**config.mk**
```make
export PLATFORM = sky130hd
export DESIGN_NAME = rv32m_muldiv_ext
export DESIGN_NICKNAME = d
export VERILOG_FILES = /design/src/rtl/rv32m_muldiv_ext_pkg.sv /design/src/rtl/rv32m_muldiv_ext_divider.sv /design/src/rtl/rv32m_muldiv_ext.sv
export SDC_FILE = /design/constraint.sdc
export NUM_CORES = 2
export LEC_CHECK = 0
export CELL_PAD_IN_SITES_DETAIL_PLACEMENT = 2
export CELL_PAD_IN_SITES_GLOBAL_PLACEMENT = 2
export CORE_UTILIZATION = 37
export DETAILED_ROUTE_END_ITERATION = 7
export GPL_ROUTABILITY_DRIVEN = 0
export PLACE_DENSITY = 0.77
export SYNTH_ARGS = -nofsm -noshare
export SYNTH_HDL_FRONTEND = slang
export SYNTH_HIERARCHICAL = 1
export SYNTH_SLANG_ARGS = --single-unit
```
**constraint.sdc**
```tcl
create_clock -name clk -period 8.6 [get_ports clk]
set_input_delay 2.58 -clock clk [delete_from_list [all_inputs] [get_ports clk]]
set_output_delay 2.58 -clock clk [all_outputs]
set_load 0.1 [all_outputs]
```
**src/rtl/rv32m_muldiv_ext_pkg.sv**
```systemverilog
// rtl/rv32m_muldiv_ext_pkg.sv - shared encodings, constants and helpers for the RV32M unit
package rv32m_muldiv_ext_pkg;

  // funct3 encodings of the M extension
  localparam logic [2:0] F3_MUL    = 3'd0;
  localparam logic [2:0] F3_MULH   = 3'd1;
  localparam logic [2:0] F3_MULHSU = 3'd2;
  localparam logic [2:0] F3_MULHU  = 3'd3;
  localparam logic [2:0] F3_DIV    = 3'd4;
  localparam logic [2:0] F3_DIVU   = 3'd5;
  localparam logic [2:0] F3_REM    = 3'd6;
  localparam logic [2:0] F3_REMU   = 3'd7;

  // Divide special-case constants
  localparam logic [31:0] DIV_QUOT_DIVZERO = 32'hFFFF_FFFF;
  localparam logic [31:0] DIV_OVF_DIVIDEND = 32'h8000_0000;

  typedef enum logic [2:0] {
    ST_IDLE,
    ST_MUL,
    ST_DIV_CALC,
    ST_DIV_FIX,
    ST_DONE
  } state_e;

  // Two's-complement negate when n is set
  function automatic logic [31:0] neg_if(input logic n, input logic [31:0] v);
    return n ? (~v + 32'd1) : v;
  endfunction

  // Pick the architectural result for an instruction from its raw products
  function automatic logic [31:0] sel_result(input logic [2:0] f3, input logic [63:0] prod,
                                             input logic [31:0] quo, input logic [31:0] rem);
    case (f3)
      F3_MUL:                       return prod[31:0];
      F3_MULH, F3_MULHSU, F3_MULHU: return prod[63:32];
      F3_DIV, F3_DIVU:              return quo;
      F3_REM, F3_REMU:              return rem;
      default:                      return 32'd0;
    endcase
  endfunction

endpackage

```
**src/rtl/rv32m_muldiv_ext_divider.sv**
```systemverilog
// rtl/rv32m_muldiv_ext_divider.sv - unsigned iterative restoring divider, DIV_STEP bits per cycle
module rv32m_muldiv_ext_divider #(
  parameter int DIV_STEP = 1
) (
  input  logic        clk,
  input  logic        reset_n,
  input  logic        start_i,
  input  logic [31:0] dividend_i,
  input  logic [31:0] divisor_i,
  output logic [31:0] quotient_o,
  output logic [31:0] remainder_o,
  output logic        done_o
);

  localparam logic [5:0] ITER = 6'(32 / DIV_STEP);

  logic [31:0] quo_q, quo_d;
  logic [31:0] rem_q, rem_d;
  logic [31:0] dsr_q;
  logic [5:0]  cnt_q;
  logic [32:0] trial;

  // DIV_STEP restoring shift/subtract steps; quo_q doubles as the dividend shifter
  always_comb begin
    quo_d = quo_q;
    rem_d = rem_q;
    trial = '0;
    for (int i = 0; i < DIV_STEP; i++) begin
      trial = {rem_d, quo_d[31]};
      quo_d = {quo_d[30:0], 1'b0};
      if (trial >= {1'b0, dsr_q}) begin
        trial    = trial - {1'b0, dsr_q};
        quo_d[0] = 1'b1;
      end
      rem_d = trial[31:0];
    end
  end

  // Load on start, then iterate while the countdown is non-zero
  always_ff @(posedge clk) begin
    if (!reset_n) begin
      quo_q <= '0;
      rem_q <= '0;
      dsr_q <= '0;
      cnt_q <= '0;
    end else if (start_i) begin
      quo_q <= dividend_i;
      rem_q <= '0;
      dsr_q <= divisor_i;
      cnt_q <= ITER;
    end else if (cnt_q != 6'd0) begin
      quo_q <= quo_d;
      rem_q <= rem_d;
      cnt_q <= cnt_q - 6'd1;
    end
  end

  // done marks the final iteration cycle; results are valid the cycle after
  assign done_o      = (cnt_q == 6'd1);
  assign quotient_o  = quo_q;
  assign remainder_o = rem_q;

endmodule

```
**src/rtl/rv32m_muldiv_ext.sv**
```systemverilog
// rtl/rv32m_muldiv_ext.sv - RV32M multiply/divide unit feeding the ALU external-update path
module rv32m_muldiv_ext
  import rv32m_muldiv_ext_pkg::*;
#(
  parameter int DIV_STEP = 1
) (
  input  logic        clk,
  input  logic        reset_n,
  input  logic        start,
  input  logic [2:0]  funct3,
  input  logic [31:0] a_decode,
  input  logic [31:0] b_decode,
  input  logic [4:0]  a_rs_idx,
  input  logic [4:0]  b_rs_idx,
  input  logic [4:0]  rd_in,
  input  logic [4:0]  regfile_rd_idx,
  input  logic [31:0] regfile_rd_val,
  input  logic        cancel,
  output logic        stall,
  output logic        extm_update_rd,
  output logic [4:0]  extm_rd_idx,
  output logic [31:0] extm_rd_val
);

  state_e      state_q, state_d;
  logic [2:0]  funct3_q;
  logic [4:0]  rd_q, idx_q;
  logic [31:0] a_q, b_q, res_q, val_q;
  logic        quot_neg_q, rem_neg_q;

  logic [31:0] a_op, b_op, a_mag, b_mag, spec_quo, spec_rem;
  logic [31:0] div_quo, div_rem;
  logic        accept, signed_div, a_neg, b_neg, div_zero, div_ovf, div_special, div_done;
  logic        a_sx, b_sx;
  logic [63:0] product;

  assign a_op = (a_rs_idx == regfile_rd_idx && regfile_rd_idx != 5'd0) ? regfile_rd_val : a_decode;
  assign b_op = (b_rs_idx == regfile_rd_idx && regfile_rd_idx != 5'd0) ? regfile_rd_val : b_decode;

  assign accept      = start & (state_q == ST_IDLE) & ~cancel & (rd_in != 5'd0);
  assign signed_div  = ~funct3[0];
  assign a_neg       = signed_div & a_op[31];
  assign b_neg       = signed_div & b_op[31];
  assign a_mag       = neg_if(a_neg, a_op);
  assign b_mag       = neg_if(b_neg, b_op);
  assign div_zero    = (b_op == 32'd0);
  assign div_ovf     = signed_div & (a_op == DIV_OVF_DIVIDEND) & (b_op == 32'hFFFF_FFFF);
  assign div_special = funct3[2] & (div_zero | div_ovf);
  assign spec_quo    = div_zero ? DIV_QUOT_DIVZERO : DIV_OVF_DIVIDEND;
  assign spec_rem    = div_zero ? a_op : 32'd0;

  // 33x33 signed product, truncated to 64 bits after explicit extension
  assign a_sx    = (funct3_q == F3_MULH || funct3_q == F3_MULHSU) & a_q[31];
  assign b_sx    = (funct3_q == F3_MULH) & b_q[31];
  assign product = {{32{a_sx}}, a_q} * {{32{b_sx}}, b_q};

  rv32m_muldiv_ext_divider #(.DIV_STEP(DIV_STEP)) u_divider (
    .clk        (clk),
    .reset_n    (reset_n),
    .start_i    (accept & funct3[2] & ~div_special),
    .dividend_i (a_mag),
    .divisor_i  (b_mag),
    .quotient_o (div_quo),
    .remainder_o(div_rem),
    .done_o     (div_done)
  );

  // State register
  always_ff @(posedge clk) begin
    if (!reset_n) state_q <= ST_IDLE;
    else          state_q <= state_d;
  end

  // Next-state and handshake outputs; cancel overrides any busy state
  always_comb begin
    state_d        = state_q;
    stall          = accept | (state_q != ST_IDLE && state_q != ST_DONE);
    extm_update_rd = (state_q == ST_DONE) & ~cancel;
    case (state_q)
      ST_IDLE:     if (accept) state_d = !funct3[2] ? ST_MUL : (div_special ? ST_DONE : ST_DIV_CALC);
      ST_MUL:      state_d = ST_DONE;
      ST_DIV_CALC: if (div_done) state_d = ST_DIV_FIX;
      ST_DIV_FIX:  state_d = ST_DONE;
      ST_DONE:     state_d = ST_IDLE;
      default:     state_d = ST_IDLE;
    endcase
    if (cancel && state_q != ST_IDLE) state_d = ST_IDLE;
  end

  // Operand latch, result register and held output values
  always_ff @(posedge clk) begin
    if (!reset_n) begin
      funct3_q   <= '0;
      rd_q       <= '0;
      a_q        <= '0;
      b_q        <= '0;
      quot_neg_q <= 1'b0;
      rem_neg_q  <= 1'b0;
      res_q      <= '0;
      idx_q      <= '0;
      val_q      <= '0;
    end else begin
      if (accept) begin
        funct3_q   <= funct3;
        rd_q       <= rd_in;
        a_q        <= a_op;
        b_q        <= b_op;
        quot_neg_q <= a_neg ^ b_neg;
        rem_neg_q  <= a_neg;
        if (div_special) res_q <= sel_result(funct3, 64'd0, spec_quo, spec_rem);
      end
      if (state_q == ST_MUL) res_q <= sel_result(funct3_q, product, 32'd0, 32'd0);
      if (state_q == ST_DIV_FIX)
        res_q <= sel_result(funct3_q, 64'd0, neg_if(quot_neg_q, div_quo), neg_if(rem_neg_q, div_rem));
      if (extm_update_rd) begin
        idx_q <= rd_q;
        val_q <= res_q;
      end
    end
  end

  assign extm_rd_idx = (state_q == ST_DONE) ? rd_q  : idx_q;
  assign extm_rd_val = (state_q == ST_DONE) ? res_q : val_q;

endmodule
```
# --- Yosys cells after proc, flatten, opt, wreduce, memory -nomap -nowiden ---
# Cells that the tools add are included.
op_classes:
  eq_ne: 26
  n_mux: 28
  bitwise: 24
  multipliers: 1
  add_sub_neg: 6
  order_cmp: 1
  reduce_logical: 29
op_table:
  columns: ["operator", "count"]
  rows:
  - ["2-to-1 mux 32 bit", 15]
  - ["one-hot mux 32 bit (3 select lines)", 3]
  - ["adder 32 x 1 -> 32 bit, second input constant", 4]
  - ["inverter 32 bit", 4]
  - ["equality test 32 bit, second input constant", 2]
  - ["multiplier 33 x 33 -> 64 bit", 1]
  - ["greater-or-equal comparator 33 x 32 -> 1 bit", 1]
  - ["zero test 32 bit", 1]
  - ["subtractor 32 bit", 1]
  - ["2-to-1 mux 31 bit", 1]
  - ["equality test 3 bit, second input constant", 9]
  - ["equality test 3 x 2 -> 1 bit, second input constant", 6]
  - ["OR reduction 2 bit", 7]
  - ["AND 1 bit", 13]
  - ["2-to-1 mux 3 bit", 4]
  - ["2-to-1 mux 6 bit", 2]
  - ["OR reduction 4 bit", 3]
  - ["equality test 5 bit", 2]
  - ["nonzero test 5 bit", 2]
  - ["equality test 3 x 1 -> 1 bit, second input constant", 3]
  - ["zero test 3 bit", 3]
  - ["one-hot mux 3 bit (3 select lines)", 1]
  - ["nonzero test 3 bit", 3]
  - ["equality test 6 x 1 -> 1 bit, second input constant", 1]
  - ["14 further kinds", 23]
totals:
  ff_bits: 248
  wordCells: 130
  out_inout_bits: 39
  inputBits: 123

# --- Depth between registers and ports, before layout ---
depth:
  ltp_word: 12
  mapped_depth: 32
  ltp_nobuf: 29

# --- Modules after synthesis ---
# Netlist, hierarchy kept.
modules_own_cells:
  columns: ["module", "cells_per_inst", "seq_area_each_um2", "area_each_um2", "instances"]
  rows:
  - ["rv32m_muldiv_ext", 5715, 2922.8, 49145.9, 1]
  - ["rv32m_muldiv_ext_divider", 802, 2042.0, 6267.3, 1]

# --- Worst setup path before layout ---
# OpenSTA, ideal clock, no wires.
synth_timing:
  kind: "register to register"
  startpoint: "register funct3_q[2]"
  endpoint: "register res_q[28]"
  required_time_ps: 8541
  path_buffers: 3
  synth_period_minus_slack_ps: 8742
  setup_time_ps: 59
  arrival_time_ps: 8683
  slack_ps: -142
  stages_incl_launch_ff: 29
  cell_sequence: "dfxtp_1 -> clkbuf_1 -> clkbuf_1 -> nor3b_1 -> clkbuf_1 -> nand2_1 -> inv_1 -> fa_1 -> inv_1 -> fa_1 -> inv_1 -> fa_1 -> inv_1 -> fa_1 -> inv_1 -> fa_1 -> fa_1 -> fa_1 -> inv_1 -> fa_1 -> inv_1 -> ha_1 -> nand4_1 -> or4_1 -> a2111oi_0 -> o211ai_1 -> a211o_1 -> a21oi_1 -> a221o_1"
synth_between:
  elab_chain_len: 7
  elab_cells_between_ends: 21
  cone_classes: "mul: 1; eq/ne: 7; mux: 4; bitwise: 2; reduce/logical: 7"
synth_lines:
  columns: ["item", "line_no", "text"]
  rows:
  - ["start: declaration", "rv32m_muldiv_ext.sv:26", "logic [2:0] funct3_q;"]
  - ["start signal: assignment", "rv32m_muldiv_ext.sv:104", "funct3_q <= funct3;"]
  - ["equality test 3 x 1 -> 1 bit or equality test 3 x 2 -> 1 bit (tied branches)", "rv32m_muldiv_ext_pkg.sv:34, rv32m_muldiv_ext.sv:53, rv32m_muldiv_ext.sv:54", null]
  - ["logical OR 1 bit", "rv32m_muldiv_ext.sv:53", "assign a_sx = (funct3_q == F3_MULH || funct3_q == F3_MULHSU) & a_q[31];"]
  - ["AND 1 bit", "rv32m_muldiv_ext.sv:53", null]
  - ["multiplier 33 x 33 -> 64 bit", "rv32m_muldiv_ext.sv:55", "assign product = {{32{a_sx}}, a_q} * {{32{b_sx}}, b_q};"]
  - ["one-hot mux 32 bit (3 select lines)", "rv32m_muldiv_ext_pkg.sv:34", "case (f3)"]
  - ["2-to-1 mux 32 bit", "rv32m_muldiv_ext.sv:112", "if (state_q == ST_MUL) res_q <= sel_result(funct3_q, product, 32'd0, 32'd0);"]
  - ["2-to-1 mux 32 bit (*)", "rv32m_muldiv_ext.sv:113", "if (state_q == ST_DIV_FIX)"]
  - ["end signal: assignment", "rv32m_muldiv_ext.sv:110", "if (div_special) res_q <= sel_result(funct3, 64'd0, spec_quo, spec_rem);"]
  - ["end signal: assignment", "rv32m_muldiv_ext.sv:112", null]
  - ["end signal: assignment", "rv32m_muldiv_ext.sv:114", "res_q <= sel_result(funct3_q, 64'd0, neg_if(quot_neg_q, div_quo), neg_if(rem_neg_q, div_rem));"]
  - ["end: declaration", "rv32m_muldiv_ext.sv:28", "logic [31:0] a_q, b_q, res_q, val_q;"]
# Every way passes the cells marked *; elsewhere a longest branch is shown, timed or not.
# A chain may end at the register's enable or synchronous reset.

# --- Final worst setup path ---
layout_timing:
  startpoint: "register funct3_q[0]"
  endpoint: "register res_q[10]"
# The elaborated chain is that of the path after synthesis.

==> summary.txt <==
Initial antenna violation count: 22
IO Port Bufs: 161
H-tree depth: 2
Ranking of synthesized cells by area: fa_1 (41%), dfxtp_1 (9.0%), inv_1 (8.3%)
Critical path type: flip-flop to flip-flop
Mapped Nets: 8017
CTS Sinks: 248
#FFs+latches synth: 248
Max stage delay on crit path: 730 ps
Vias: 47.56k
# setup viols final: 0
Total track usage: 31.85%
CP max-delay cell: fa_2
Slew Limit Fails: 0
Final Instance Area: 61830 sq um
Crit-path max FO: 13
Synthesis-to-finish area growth: 11.58%
CTS clk-pin slew, worst paths: 60 ps
Hpwl dp: 195600 um
Main flop type after synthesis: dfxtp_1
CTS tree: built
Core Rows: 141
Share of post-route cells with drive strength above 1: 6.966%
Pwr Density: 151.2 nW/um^2
Max VDD drop: 0.0001853 V
Post-synth ARST share: 0%
Yosys warnings: 6
Worst setup SP type: flip-flop
Worst R2R Start: funct3_q[0]
Detail Route Antenna Nets: 0
Distinct cells, synth: 104
Rel. slew slack: 16.20%
Final hold violations: 0
Fin crit period: 8386 ps
RSZ-0062 raised after global routing: true
Vias per inst: 5.579
Least-Margin Pin Slew: 1257 ps
Number of global-route vias before repair: 56.20k
First-pass GRT wire length: 361600 um
Die Area: 151300 sq um
Comb power frac: 66.9%
Synth area leader: fa_1
Die Ht: 389.0 um
Post-route clock period utilization: 97.51%
Syn Area/Cell: 8.503 sq um
NetSw: 0.004896 W
IO Count: 162
Fill cell count: 16.36k
Grt total ovfl: 0
Hold Crit Class: flip-flop to flip-flop
Clock group share of total power: 16.6%
Post-synth EDFFs: 0
Remaining DRCs: 0
Placed cell areas: 60450 sq um
CP endpoint kind: flip-flop
Multi-input logic area: 44450 sq um
Largest net degree at the start of global routing: 97
Dpl cells: 8455
Critical path launch point: funct3_q[0]
Clock buffer count from CTS: 34
Status: complete, no violations
Max Cap Viol: 0
Min-delay src: val_q[4]
Cells after Synth: 6517
Share of the synthesized area in the top cell type: 40.68%
Leakage: 27.00 nW
P_int: 0.004455 W
Insertion delay to the later sink of the worst-skew pair: 560 ps
Routed len/inst: 27.97 um
Root buf cell: clkbuf_16
Critical Path RT: 9040 ps
Die X: 389.0 um
Skew final: 22.72 ps
Switching Share: 52.36%
Initial Utilization: 37.39%
Area of the mapped netlist: 55410 sq um
First-pass DRT Iterations: 8
Core Region: 148200 sq um
Routed WL: 238500 um
Seq/Total Area, Yosys: 8.960%
Most common cell on crit path: fa_1
Initial DRC Count: 2808
Fmax: 119.3 MHz
Post-Layout Cell Count: 8525
Register area: 4970 sq um
Clock buffer depth: 3
Final net count: 8065
Share of power burned in registers: 16.5%
Arr. time, crit path: 8820 ps
## layout make-up
cell class / instances / share of cell area [%]
Multi-Input combinational cell: 4634 / 71.88
Clock inverter: 15 / 0.3298
Clock buffer: 45 / 1.574
Sequential cell: 248 / 8.038
Timing Repair Buffer: 415 / 6.757
Inverter: 1232 / 7.489
Antenna cell: 6 / 0.02428
Tap cell: 1930 / 3.906
## flip-flops by register name (all words and copies together), names as in the netlist
register               count
val_q                     32
funct3_q                   3
u_divider/quotient_o      32
u_divider/dsr_q           32
res_q                     32
rem_neg_q                  1
u_divider/remainder_o     32
u_divider/cnt_q            6
state_q                    3
a_q                       32
b_q                       32
idx_q                      5
quot_neg_q                 1
rd_q                       5
## worst max-delay path, delay by kind of cell (launching register included)
family	cells	cell delay, ps
flops	1	340
compound gates	5	1170
buf+inv	6	830
fa+ha+maj	9	4740
simple gates	3	780
xor+xnor	2	410
## synth_stat cells, types with 18 or more instances
master,count
a211oi_1,86
a21o_1,39
a21oi_1,255
a31oi_1,47
and2_1,327
and3_1,18
buf_2,19
clkbuf_1,363
dfxtp_1,248
fa_1,1126
ha_1,251
inv_1,1232
mux2_2,41
mux2i_1,118
nand2_1,1119
nand2b_1,19
nand3_1,45
nand4_1,41
nor2_1,253
nor2b_1,80
nor3_1,41
nor4_1,18
o211ai_1,20
o21ai_0,138
o31ai_1,27
or3_1,27
xnor2_1,133
xor2_1,85
## layout by cell type, fill, tap and decap left out, drive strengths merged, types with 41 or more instances in the layout
| cell type | Yosys | routed |
|---|---|---|
| inv | 1232 | 1232 |
| fa | 1126 | 1126 |
| nand2 | 1120 | 1120 |
| and2 | 327 | 327 |
| buf | 39 | 257 |
| a21oi | 256 | 256 |
| nor2 | 254 | 254 |
| ha | 251 | 251 |
| dfxtp | 248 | 248 |
| clkdlybuf4s50 | 0 | 158 |
| o21ai | 144 | 144 |
| xnor2 | 133 | 133 |
| mux2i | 118 | 118 |
| a211oi | 87 | 87 |
| xor2 | 85 | 85 |
| nor2b | 80 | 80 |
| a31oi | 48 | 48 |
| nand3 | 45 | 45 |
| clkbuf | 364 | 45 |
| nor3 | 43 | 43 |
| nand4 | 42 | 42 |
| mux2 | 41 | 41 |
## stage by stage
stage	setup WS (ps)	power [W]	TNS, ps	hold slack (ps)	util [%]
floorplan	17.13	0.005259	0	433.8	-
global placement	262.1	0.007381	0	439.0	40.79
detailed placement	-161.1	0.007663	-324.3	449.3	40.79
CTS	19.06	0.009325	0	457.3	41.61
global route	-7.701	0.009926	-11.19	476.8	41.72
finish	214.3	0.009350	0	452.5	41.72
## cells by family after synthesis
family / share of synthesized area [%]
mux: 2.965
xor+xnor: 3.446
fa+ha+maj: 46.35
buf+inv: 11.19
flops: 8.960
simple gates: 17.37
compound gates: 9.725
## path summary, 6_finish.rpt
path / end / slack, ps / cells past startpoint
setup / recovery: res_q[10] / 210 / 25
hold / removal: val_q[4] / 450 / 2
setup reg to reg: res_q[10] / 210 / 25
hold reg to reg: val_q[4] / 450 / 2
## power groups by stage
stage / sequential [W] / clock [W] / combinational [W]
after CTS: 0.00154 / 0.00158 / 0.00621
final: 0.00154 / 0.00156 / 0.00626
after detailed placement: 0.00156 / 0 / 0.00610
after floorplan: 0.00143 / 0 / 0.00383
after global routing: 0.00155 / 0.00162 / 0.00675
after global placement: 0.00155 / 0 / 0.00583
## layer usage
metal  vias to the layer above  track usage (%)  share of wire (%)
met2                      1484            56.14                 50
met3                       535            4.798                5.6
met4                        20            12.31                4.6
li1                      20150                -                  -
met5                         -                0              0.055
met1                     25370            39.01                 40
## repair_timing
action,in CTS,in global routing
buffers inserted,2,2
setup endpoints to repair,7,19
resized for setup,6,39
pin swaps,2,4
hold buffers,0,0
Note: power is estimated with default switching activity, not from simulation.
